### config.mk
export PLATFORM = sky130hd
export DESIGN_NAME = hazard_stall_unit_flat
export DESIGN_NICKNAME = d
export VERILOG_FILES = /design/src/rtl/hazard_stall_unit_pkg.sv /design/src/rtl/hazard_stall_unit_if.sv /design/src/rtl/hazard_stall_unit_sat_counter.sv /design/src/rtl/hazard_stall_unit.sv /design/src/flat_wrapper.sv
export SDC_FILE = /design/constraint.sdc
export NUM_CORES = 1
export LEC_CHECK = 0
export ABC_CLOCK_PERIOD_IN_PS = 1300
export BUFFER_PORTS_ARGS = -buffer_cell sky130_fd_sc_hd__buf_2
export CORE_AREA = 8 8 45 47
export DETAILED_ROUTE_END_ITERATION = 8
export DIE_AREA = 0 0 53 55
export PLACE_DENSITY = 0.67
export SYNTH_ARGS = -nofsm -noshare
export SYNTH_HDL_FRONTEND = slang
export SYNTH_SLANG_ARGS = --single-unit
### constraint.sdc
create_clock -name CLK -period 1.3 [get_ports CLK]
set_clock_uncertainty 0.1 [all_clocks]
set_input_delay 0.13 -clock CLK [delete_from_list [all_inputs] [get_ports CLK]]
set_output_delay 0.13 -clock CLK [all_outputs]
set_load 0.01 [all_outputs]
### src/rtl/hazard_stall_unit_pkg.sv
// Shared CPU types for the pipeline control blocks: register index, hazard FSM states,
// and the packed per-latch enable/flush control word with its canned values.
package cpu_types_pkg;

   localparam int REG_W = 5;

   typedef logic [REG_W-1:0] regbits_t;

   localparam regbits_t ZERO_REG = '0;

   typedef enum logic [1:0] {
      RUN   = 2'd0,
      DWAIT = 2'd1,
      FLUSH = 2'd2,
      HALT  = 2'd3
   } hz_state_t;

   typedef struct packed {
      logic pc_en;
      logic ifid_en;
      logic idex_en;
      logic exmem_en;
      logic memwb_en;
      logic ifid_flush;
      logic idex_flush;
      logic exmem_flush;
   } hz_ctrl_t;

   localparam hz_ctrl_t CTRL_NONE     = 8'b00000_000;
   localparam hz_ctrl_t CTRL_ALL      = 8'b11111_000;
   localparam hz_ctrl_t CTRL_REDIRECT = 8'b11111_111;
   // Load-use: hold PC/IFID, clock a bubble into IDEX, let EX and MEM drain.
   localparam hz_ctrl_t CTRL_LOADUSE  = 8'b00111_010;
   // I-miss: retire the MEM result and clear EXMEM so it is not retired twice.
   localparam hz_ctrl_t CTRL_IMISS    = 8'b00001_001;
   localparam hz_ctrl_t CTRL_HALT     = 8'b00001_000;

   function automatic logic reg_dep(input regbits_t dst, input regbits_t rs, input regbits_t rt);
      return (dst != ZERO_REG) && ((dst == rs) || (dst == rt));
   endfunction

endpackage

### src/rtl/hazard_stall_unit_if.sv
// Hazard unit signal bundle: hu modport faces the control block, tb the datapath/bench.
// Statistic counters exist only when HAZARD_STATS_EN is defined.
interface hazard_unit_if #(parameter int STALL_CNT_W = 16);
   import cpu_types_pkg::*;

   if (STALL_CNT_W < 1) begin : g_bad_width
      $error("STALL_CNT_W must be at least 1");
   end

   regbits_t rs_id;
   regbits_t rt_id;
   regbits_t reg_wr_ex;
   logic     memread_ex;
   logic     dmemren_mem;
   logic     dmemwen_mem;
   logic     ihit;
   logic     dhit;
   logic     pc_redirect_mem;
   logic     halt_mem;

   logic     pc_en;
   logic     ifid_en;
   logic     idex_en;
   logic     exmem_en;
   logic     memwb_en;
   logic     ifid_flush;
   logic     idex_flush;
   logic     exmem_flush;
   logic     halted;
`ifdef HAZARD_STATS_EN
   logic [STALL_CNT_W-1:0] loaduse_cnt;
   logic [STALL_CNT_W-1:0] dwait_cnt;
   logic [STALL_CNT_W-1:0] flush_cnt;
`endif

   modport hu (
      input  rs_id, rt_id, reg_wr_ex, memread_ex, dmemren_mem, dmemwen_mem,
             ihit, dhit, pc_redirect_mem, halt_mem,
      output pc_en, ifid_en, idex_en, exmem_en, memwb_en,
             ifid_flush, idex_flush, exmem_flush, halted
`ifdef HAZARD_STATS_EN
      , output loaduse_cnt, dwait_cnt, flush_cnt
`endif
   );

   modport tb (
      output rs_id, rt_id, reg_wr_ex, memread_ex, dmemren_mem, dmemwen_mem,
             ihit, dhit, pc_redirect_mem, halt_mem,
      input  pc_en, ifid_en, idex_en, exmem_en, memwb_en,
             ifid_flush, idex_flush, exmem_flush, halted
`ifdef HAZARD_STATS_EN
      , input loaduse_cnt, dwait_cnt, flush_cnt
`endif
   );

endinterface

### src/rtl/hazard_stall_unit_sat_counter.sv
// Saturating up-counter for stall statistics; counts one per cycle with inc high.
// Sticks at all-ones rather than wrapping.
module hz_sat_counter #(
   parameter int W = 16
) (
   input  logic         CLK,
   input  logic         nRST,
   input  logic         inc,
   output logic [W-1:0] cnt
);

   always_ff @(posedge CLK or negedge nRST) begin
      if (!nRST) begin
         cnt <= '0;
      end else if (inc && (cnt != {W{1'b1}})) begin
         cnt <= cnt + 1'b1;
      end
   end

endmodule

### src/rtl/hazard_stall_unit.sv
// Stall/flush control for the 5-stage pipeline: load-use bubbles, D-cache waits, redirect flushes, halt.
// Outputs are combinational from state and stage inputs; HAZARD_STATS_EN adds stall counters.
module hazard_stall_unit
   import cpu_types_pkg::*;
#(
   parameter int STALL_CNT_W = 16
) (
   input logic        CLK,
   input logic        nRST,
   hazard_unit_if.hu  hif
);

   if (STALL_CNT_W < 1) begin : g_bad_width
      $error("STALL_CNT_W must be at least 1");
   end

   hz_state_t state;
   hz_state_t state_nxt;
   hz_state_t run_nxt;
   hz_ctrl_t  ctrl;
   hz_ctrl_t  run_ctrl;
   hz_ctrl_t  ctrl_out;

   logic mem_req;
   logic mem_ok;
   logic adv;
   logic load_use;

   assign mem_req  = hif.dmemren_mem | hif.dmemwen_mem;
   assign mem_ok   = !mem_req | hif.dhit;
   assign adv      = hif.ihit & mem_ok;
   assign load_use = hif.memread_ex & reg_dep(hif.reg_wr_ex, hif.rs_id, hif.rt_id);

   // Decision rules used in RUN, and reused by DWAIT on the dhit cycle so a
   // completed access costs no extra cycle.
   always_comb begin
      run_ctrl = CTRL_NONE;
      run_nxt  = RUN;
      if (hif.halt_mem && mem_ok) begin
         run_ctrl = CTRL_HALT;
         run_nxt  = HALT;
      end else if (mem_req && !hif.dhit) begin
         run_nxt = hif.pc_redirect_mem ? FLUSH : DWAIT;
      end else if (!hif.ihit) begin
         run_ctrl = CTRL_IMISS;
      end else if (hif.pc_redirect_mem) begin
         run_ctrl = CTRL_REDIRECT;
      end else if (load_use) begin
         run_ctrl = CTRL_LOADUSE;
      end else begin
         run_ctrl = CTRL_ALL;
      end
   end

   always_comb begin
      ctrl      = CTRL_NONE;
      state_nxt = state;
      unique case (state)
         RUN: begin
            ctrl      = run_ctrl;
            state_nxt = run_nxt;
         end
         DWAIT: begin
            if (hif.dhit) begin
               ctrl      = run_ctrl;
               state_nxt = run_nxt;
            end else if (hif.pc_redirect_mem) begin
               state_nxt = FLUSH;
            end
         end
         FLUSH: begin
            if (adv) begin
               ctrl      = CTRL_REDIRECT;
               state_nxt = RUN;
            end
         end
         HALT: begin
            ctrl      = CTRL_NONE;
            state_nxt = HALT;
         end
         default: state_nxt = RUN;
      endcase
   end

   always_ff @(posedge CLK or negedge nRST) begin
      if (!nRST) begin
         state <= RUN;
      end else begin
         state <= state_nxt;
      end
   end

   // Reset forces every latch control low without waiting for a clock.
   assign ctrl_out = nRST ? ctrl : CTRL_NONE;

   assign hif.pc_en       = ctrl_out.pc_en;
   assign hif.ifid_en     = ctrl_out.ifid_en;
   assign hif.idex_en     = ctrl_out.idex_en;
   assign hif.exmem_en    = ctrl_out.exmem_en;
   assign hif.memwb_en    = ctrl_out.memwb_en;
   assign hif.ifid_flush  = ctrl_out.ifid_flush;
   assign hif.idex_flush  = ctrl_out.idex_flush;
   assign hif.exmem_flush = ctrl_out.exmem_flush;
   assign hif.halted      = nRST && (state == HALT);

`ifdef HAZARD_STATS_EN
   logic live;
   logic lu_inc;
   logic dw_inc;
   logic fl_inc;

   assign live   = (state != HALT);
   assign lu_inc = live && (ctrl == CTRL_LOADUSE);
   // Only a redirect ever clears IFID, so that bit marks a redirect flush.
   assign fl_inc = live && ctrl.ifid_flush;
   assign dw_inc = ((state == RUN) && mem_req && !hif.dhit) ||
                   ((state == DWAIT) && !hif.dhit);

   hz_sat_counter #(.W(STALL_CNT_W)) u_lu_cnt (
      .CLK(CLK), .nRST(nRST), .inc(lu_inc), .cnt(hif.loaduse_cnt)
   );
   hz_sat_counter #(.W(STALL_CNT_W)) u_dw_cnt (
      .CLK(CLK), .nRST(nRST), .inc(dw_inc), .cnt(hif.dwait_cnt)
   );
   hz_sat_counter #(.W(STALL_CNT_W)) u_fl_cnt (
      .CLK(CLK), .nRST(nRST), .inc(fl_inc), .cnt(hif.flush_cnt)
   );
`endif

endmodule

### src/flat_wrapper.sv
// flat-port wrapper written by rule: the top's interface ports become plain ports
module hazard_stall_unit_flat import cpu_types_pkg::*;
#(
   parameter int STALL_CNT_W = 16
)
  (CLK, nRST, hif_rs_id, hif_rt_id, hif_reg_wr_ex, hif_memread_ex, hif_dmemren_mem, hif_dmemwen_mem, hif_ihit, hif_dhit, hif_pc_redirect_mem, hif_halt_mem, hif_pc_en, hif_ifid_en, hif_idex_en, hif_exmem_en, hif_memwb_en, hif_ifid_flush, hif_idex_flush, hif_exmem_flush, hif_halted);
  hazard_unit_if #(.STALL_CNT_W(STALL_CNT_W)) hif_i ();
  input logic CLK;
  input logic nRST;
  input wire logic [$bits(hif_i.rs_id)-1:0] hif_rs_id;
  input wire logic [$bits(hif_i.rt_id)-1:0] hif_rt_id;
  input wire logic [$bits(hif_i.reg_wr_ex)-1:0] hif_reg_wr_ex;
  input wire logic [$bits(hif_i.memread_ex)-1:0] hif_memread_ex;
  input wire logic [$bits(hif_i.dmemren_mem)-1:0] hif_dmemren_mem;
  input wire logic [$bits(hif_i.dmemwen_mem)-1:0] hif_dmemwen_mem;
  input wire logic [$bits(hif_i.ihit)-1:0] hif_ihit;
  input wire logic [$bits(hif_i.dhit)-1:0] hif_dhit;
  input wire logic [$bits(hif_i.pc_redirect_mem)-1:0] hif_pc_redirect_mem;
  input wire logic [$bits(hif_i.halt_mem)-1:0] hif_halt_mem;
  output wire logic [$bits(hif_i.pc_en)-1:0] hif_pc_en;
  output wire logic [$bits(hif_i.ifid_en)-1:0] hif_ifid_en;
  output wire logic [$bits(hif_i.idex_en)-1:0] hif_idex_en;
  output wire logic [$bits(hif_i.exmem_en)-1:0] hif_exmem_en;
  output wire logic [$bits(hif_i.memwb_en)-1:0] hif_memwb_en;
  output wire logic [$bits(hif_i.ifid_flush)-1:0] hif_ifid_flush;
  output wire logic [$bits(hif_i.idex_flush)-1:0] hif_idex_flush;
  output wire logic [$bits(hif_i.exmem_flush)-1:0] hif_exmem_flush;
  output wire logic [$bits(hif_i.halted)-1:0] hif_halted;
  assign hif_i.rs_id = hif_rs_id;
  assign hif_i.rt_id = hif_rt_id;
  assign hif_i.reg_wr_ex = hif_reg_wr_ex;
  assign hif_i.memread_ex = hif_memread_ex;
  assign hif_i.dmemren_mem = hif_dmemren_mem;
  assign hif_i.dmemwen_mem = hif_dmemwen_mem;
  assign hif_i.ihit = hif_ihit;
  assign hif_i.dhit = hif_dhit;
  assign hif_i.pc_redirect_mem = hif_pc_redirect_mem;
  assign hif_i.halt_mem = hif_halt_mem;
  assign hif_pc_en = hif_i.pc_en;
  assign hif_ifid_en = hif_i.ifid_en;
  assign hif_idex_en = hif_i.idex_en;
  assign hif_exmem_en = hif_i.exmem_en;
  assign hif_memwb_en = hif_i.memwb_en;
  assign hif_ifid_flush = hif_i.ifid_flush;
  assign hif_idex_flush = hif_i.idex_flush;
  assign hif_exmem_flush = hif_i.exmem_flush;
  assign hif_halted = hif_i.halted;
  hazard_stall_unit #(.STALL_CNT_W(STALL_CNT_W)) u_core (.CLK(CLK), .nRST(nRST), .hif(hif_i));
endmodule
After elaboration in Yosys (flattened, before gate mapping). Index checks and enable logic that the tools add are counted.

Latch bits: 0. Bits in read-only memories: 0. Output and inout port bits: 9. Word-level logic and storage cells: 38. Memories kept: 0. Register bits after elaboration: 2. Memory bits (writable): 0.

Equality and inequality tests: 7. Multipliers: 0. Bitwise gates (word level): 4. Mux-type cells: 16. Reduce and logical (&&, ||, !) cells: 10. $lt $le $gt $ge: 0. Divide/modulo/power cells: 0. Shifts and indexed selects: 0. $add $sub $neg: 0.

Operators with widths (count): 8-bit 2-to-1 mux (8); 8-bit case mux with 4 select lines (1); 2-bit 2-to-1 mux (6); 5-bit == test (2); 2-bit case mux with 4 select lines (1); 5-bit nonzero test (1); 2-bit == test (second input constant) (2); 1-bit logical AND (4); 3-bit inequality test (second input constant) (1); 1-bit AND (2); 2-bit by 1-bit == test with 1-bit output (second input constant) (1); 1-bit zero test (2); 2-bit zero test (1); 2-bit by 1-bit inequality test with 1-bit output (second input constant) (1); 1-bit bitwise OR (2); 2-bit AND reduction (1); 1-bit logical OR (1).

Longest topological paths before layout.
Word-level depth: 12. Depth in mapped cells: 6.

Worst setup path before layout. OpenSTA, ideal clock, no wires.

Path kind: reg-to-output. From: register u_core.state[1]. To: output hif_pc_en. Data arrival time: 1382 ps. Stages on the path, launching flop included: 6. Required time: 1070 ps. Buffers on the path: 1. Slack: -312 ps. Path through: dfrtp_1 -> nand2b_1 -> a221oi_2 -> nand3_1 -> o21ba_1 -> buf_4.

Longest elaborated chain between the ends: 3. Elaborated cells on any way between the ends: 6.

Ends and longest elaborated chain: start: declaration (line hazard_stall_unit.sv:17) `hz_state_t state;`; start signal: assignment (line hazard_stall_unit.sv:89) `state <= state_nxt;`; 2-bit == test, or another cell as far along (line hazard_stall_unit.sv:58) `unique case (state)`; 8-bit case mux with 4 select lines (*) (line hazard_stall_unit.sv:58); 8-bit 2-to-1 mux (*) (line hazard_stall_unit.sv:94) `assign ctrl_out = nRST ? ctrl : CTRL_NONE;`; end: declaration (line flat_wrapper.sv:20) `output wire logic [$bits(hif_i.pc_en)-1:0] hif_pc_en;`.

Every way passes the cells marked *; elsewhere a longest branch is shown, timed or not.

Worst setup path in the final report.
From: register u_core.state[1]. To: output hif_ifid_en.

Longest elaborated chain between the ends: 3. Elaborated cells on any way between the ends: 6.

Ends and longest elaborated chain: 2-bit == test, or another cell as far along (line hazard_stall_unit.sv:58); 8-bit case mux with 4 select lines (*) (line hazard_stall_unit.sv:58); 8-bit 2-to-1 mux (*) (line hazard_stall_unit.sv:94); end: declaration (line flat_wrapper.sv:21) `output wire logic [$bits(hif_i.ifid_en)-1:0] hif_ifid_en;`.

Marked as above.

==> impl_metrics.env <==
export IMPL_fin_crit_ns=1.784
export IMPL_final_fill_count=122
export IMPL_rr_endpoint="u_core.state[0]$_DFFE_PN0P_"
export IMPL_cts_max_path_buffers=2
export IMPL_gp_congestion=0.8365
export IMPL_clk_pin_slew_worst_paths_ns=0.03
export IMPL_initial_utilization_pct=29.02
export IMPL_clock_sinks=2
export IMPL_critPathLaunch="u_core.state[1]$_DFFE_PN0P_"
export IMPL_maxCapViolCount=0
export IMPL_outcome="finished with violations"
export IMPL_area_growth_pct=103.4
export IMPL_clk_latency_ns=0.23
export IMPL_holdPathStages=3
export IMPL_numCtsBuffers=3
export IMPL_fin_nets=134
export IMPL_die_x_um=53
export IMPL_htreeDepth=1
export IMPL_yosysSeqAreaShare_pct=12.46
export IMPL_ys_warn_count=0
export IMPL_grt_pass1_vias=623
export IMPL_rows=14
export IMPL_die_h_um=55
export IMPL_dp_hpwl_um=1349
export IMPL_rr_worst_depth=5
export IMPL_grt_max_degree=8
export IMPL_drt_wirelength_per_cell_um=14.16
export IMPL_place_area_um2=689.4
export IMPL_grt_pass1_wl_um=2704
export IMPL_drc=0
export IMPL_rrSetupSlack_ns=0.02
export IMPL_firstDrtPassIters=4
export IMPL_relSlewSlack_pct=80.14
export IMPL_fin_crit_sh_pct=137.2
export IMPL_largest_register_ffs=2
export IMPL_dp_slack_ns=-0.3030
export IMPL_cp_arrival_ns=1.55
export IMPL_worst_path_max_delay_cell="dfrtp_1"
export IMPL_path_class="flip-flop to output port"
export IMPL_grt_setup_unrepaired="true"
export IMPL_ant_nets=0
export IMPL_largest_register="u_core.state"
export IMPL_p_per_area_nw_per_um2=1253
export IMPL_timing_hold_ws_ns=0.1732
export IMPL_path_cells="nand2b_4 -> a221oi_4 -> nand3_2 -> o21ba_4 -> buf_6"
export IMPL_leakagePower_nw=0.4367
export IMPL_final_max_slew_viol_count=0
export IMPL_reg_top3="u_core.state x2"
export IMPL_ir_worst_vdd_mv=0.7857
export IMPL_critPathMaxFanout=4
export IMPL_start_kind="flip-flop"
export IMPL_p_total_mw=1.024
export IMPL_crit_required_ns=1.07
export IMPL_core_um2=1384
export IMPL_port_buffers=32
export IMPL_hold_end="u_core.state[1]$_DFFE_PN0P_"
export IMPL_fin_area_um2=817.0
export IMPL_cts_tree="built"
export IMPL_hold_violations=0
export IMPL_r2r_start="u_core.state[0]$_DFFE_PN0P_"
export IMPL_postLayoutCoreUtil_pct=59.04
export IMPL_holdCritStartpoint="hif_pc_redirect_mem"
export IMPL_synthCells=57
export IMPL_avgSynthCellArea_um2=7.046
export IMPL_hp_class="input port to flip-flop"
export IMPL_overflow=0
export IMPL_end_kind="output port"
export IMPL_totalNegativeSetupSlack_ns=-3.407
export IMPL_track_usage_pct=12.17
export IMPL_vias_per_cell=5.129
export IMPL_synth_fp_nets=81
export IMPL_routed_wl_um=1756
export IMPL_die_area_um2=2915
export IMPL_synth_distinct_cells=27
export IMPL_max_freq_mhz=560.5
export IMPL_dr_total_vias=636
export IMPL_drive_gt1_share_pct=60.19
export IMPL_worst_slack_ns=-0.4840
export IMPL_antenna_found_initial=0
export IMPL_ys_ff_latch=2
export IMPL_syn_cell_area_um2=401.6
export IMPL_cts_root_buf="clkbuf_4"
export IMPL_critical_path_buf_inv_count=1
export IMPL_slowest_delay_ns=0.39
export IMPL_fin_cells=124
export IMPL_drt_iter0_markers=10
export IMPL_violations="negative setup slack"
export IMPL_worst_pin_slew_ns=0.2977
export IMPL_setup_viol=9
export IMPL_ioPinCount=33
export IMPL_dp_cells=117
export IMPL_critPathTopFamily="compound AO/OA/AOI/OAI gates"
export IMPL_diodes=0
## synth_stat cells
| cell | instances | area [µm²] |
|---|---|---|
| a22oi_1 | 1 | 7.510 |
| nand3_1 | 2 | 10.01 |
| xor2_1 | 10 | 87.58 |
| o22ai_1 | 1 | 6.260 |
| inv_2 | 1 | 3.750 |
| o211a_1 | 1 | 10.01 |
| or4_1 | 1 | 7.510 |
| buf_4 | 2 | 15.01 |
| nand2_1 | 3 | 11.26 |
| inv_1 | 4 | 15.01 |
| a221oi_2 | 1 | 15.01 |
| nand3b_1 | 1 | 7.510 |
| a21oi_1 | 4 | 20.02 |
| a31oi_1 | 2 | 12.51 |
| nor2b_1 | 1 | 6.260 |
| o21a_1 | 1 | 7.510 |
| nand2b_1 | 1 | 6.260 |
| nor3_1 | 3 | 15.01 |
| and4b_1 | 1 | 10.01 |
| o21bai_2 | 1 | 11.26 |
| dfrtp_1 | 2 | 50.05 |
| a22o_1 | 1 | 8.760 |
| o21ai_0 | 3 | 15.01 |
| nand4_1 | 1 | 6.260 |
| o21ba_1 | 1 | 10.01 |
| nor2_1 | 6 | 22.52 |
| clkbuf_1 | 1 | 3.750 |
## layer usage
metal  part of all wire [%]  wire, µm  vias to the layer above  GRT usage, %
li1                       -         -                      303             -
met3                     14       241                        6         2.941
met4                    2.2        39                        0         6.466
met2                     50       874                       47         22.07
met1                     34       600                      280         12.73
met5                      0         0                        -             0
## worst min-delay path, cell delays in order
cell and delay [ns]:
buf_2 0.12, a21oi_1 0.08, o21ai_2 0.13
## cells by family (layout without fill, tap and decap cells)
| kind of cell | after synthesis | count (layout) | synth area share [%] |
|---|---|---|---|
| flops | 2 | 2 | 12.46 |
| simple gates | 20 | 20 | 25.55 |
| xor+xnor | 10 | 10 | 21.81 |
| buf+inv | 8 | 59 | 9.342 |
| compound gates | 17 | 17 | 30.84 |
## what timing repair did
action | in CTS | in global routing
resized for setup | 11 | 6
setup endpoints to repair | 9 | 11
endpoints found under the hold margin | 2 | 0
hold buffers | 1 | 0
buffers inserted | 3 | 1
pin swaps | 7 | 5
## report_power, final
group / switching (mW) / total, mW / internal, mW
logic: 0.338 / 0.752 / 0.414
clock network: 0.0355 / 0.137 / 0.102
registers: 0.0382 / 0.135 / 0.0966
## cell usage in the layout, fill, tap and decap left out, types with 2 or more instances in the layout
master / count
a31oi_1: 2
nor2_1: 5
buf_4: 14
buf_2: 28
inv_2: 2
o21ai_0: 2
buf_6: 8
clkbuf_4: 3
nand2_1: 3
inv_1: 3
a21oi_1: 3
nor3_1: 2
xor2_1: 10
## area by class of cell
cell class	instances	area (µm²)	area share (%)
multi-input cells	47	359.1	43.95
repair buffers	51	345.3	42.27
flip-flops and latches	2	51.30	6.279
clock buffers	3	22.52	2.757
well taps	16	20.02	2.450
inverters	5	18.77	2.297
## worst max-delay path by stage
| stage | slack [ns] | to | depth (start not counted) |
|---|---|---|---|
| 2_1_floorplan | -0.24 | hif_pc_en | 5 |
| 3_3_place_gp | -0.24 | hif_ifid_en | 5 |
| 3_5_place_dp | -0.30 | hif_pc_en | 5 |
| 4_1_cts | -0.46 | hif_pc_en | 5 |
| 5_1_grt | -0.58 | hif_ifid_en | 5 |
| 6_report | -0.48 | hif_ifid_en | 5 |
No activity file was read; power rests on OpenSTA's default activity.
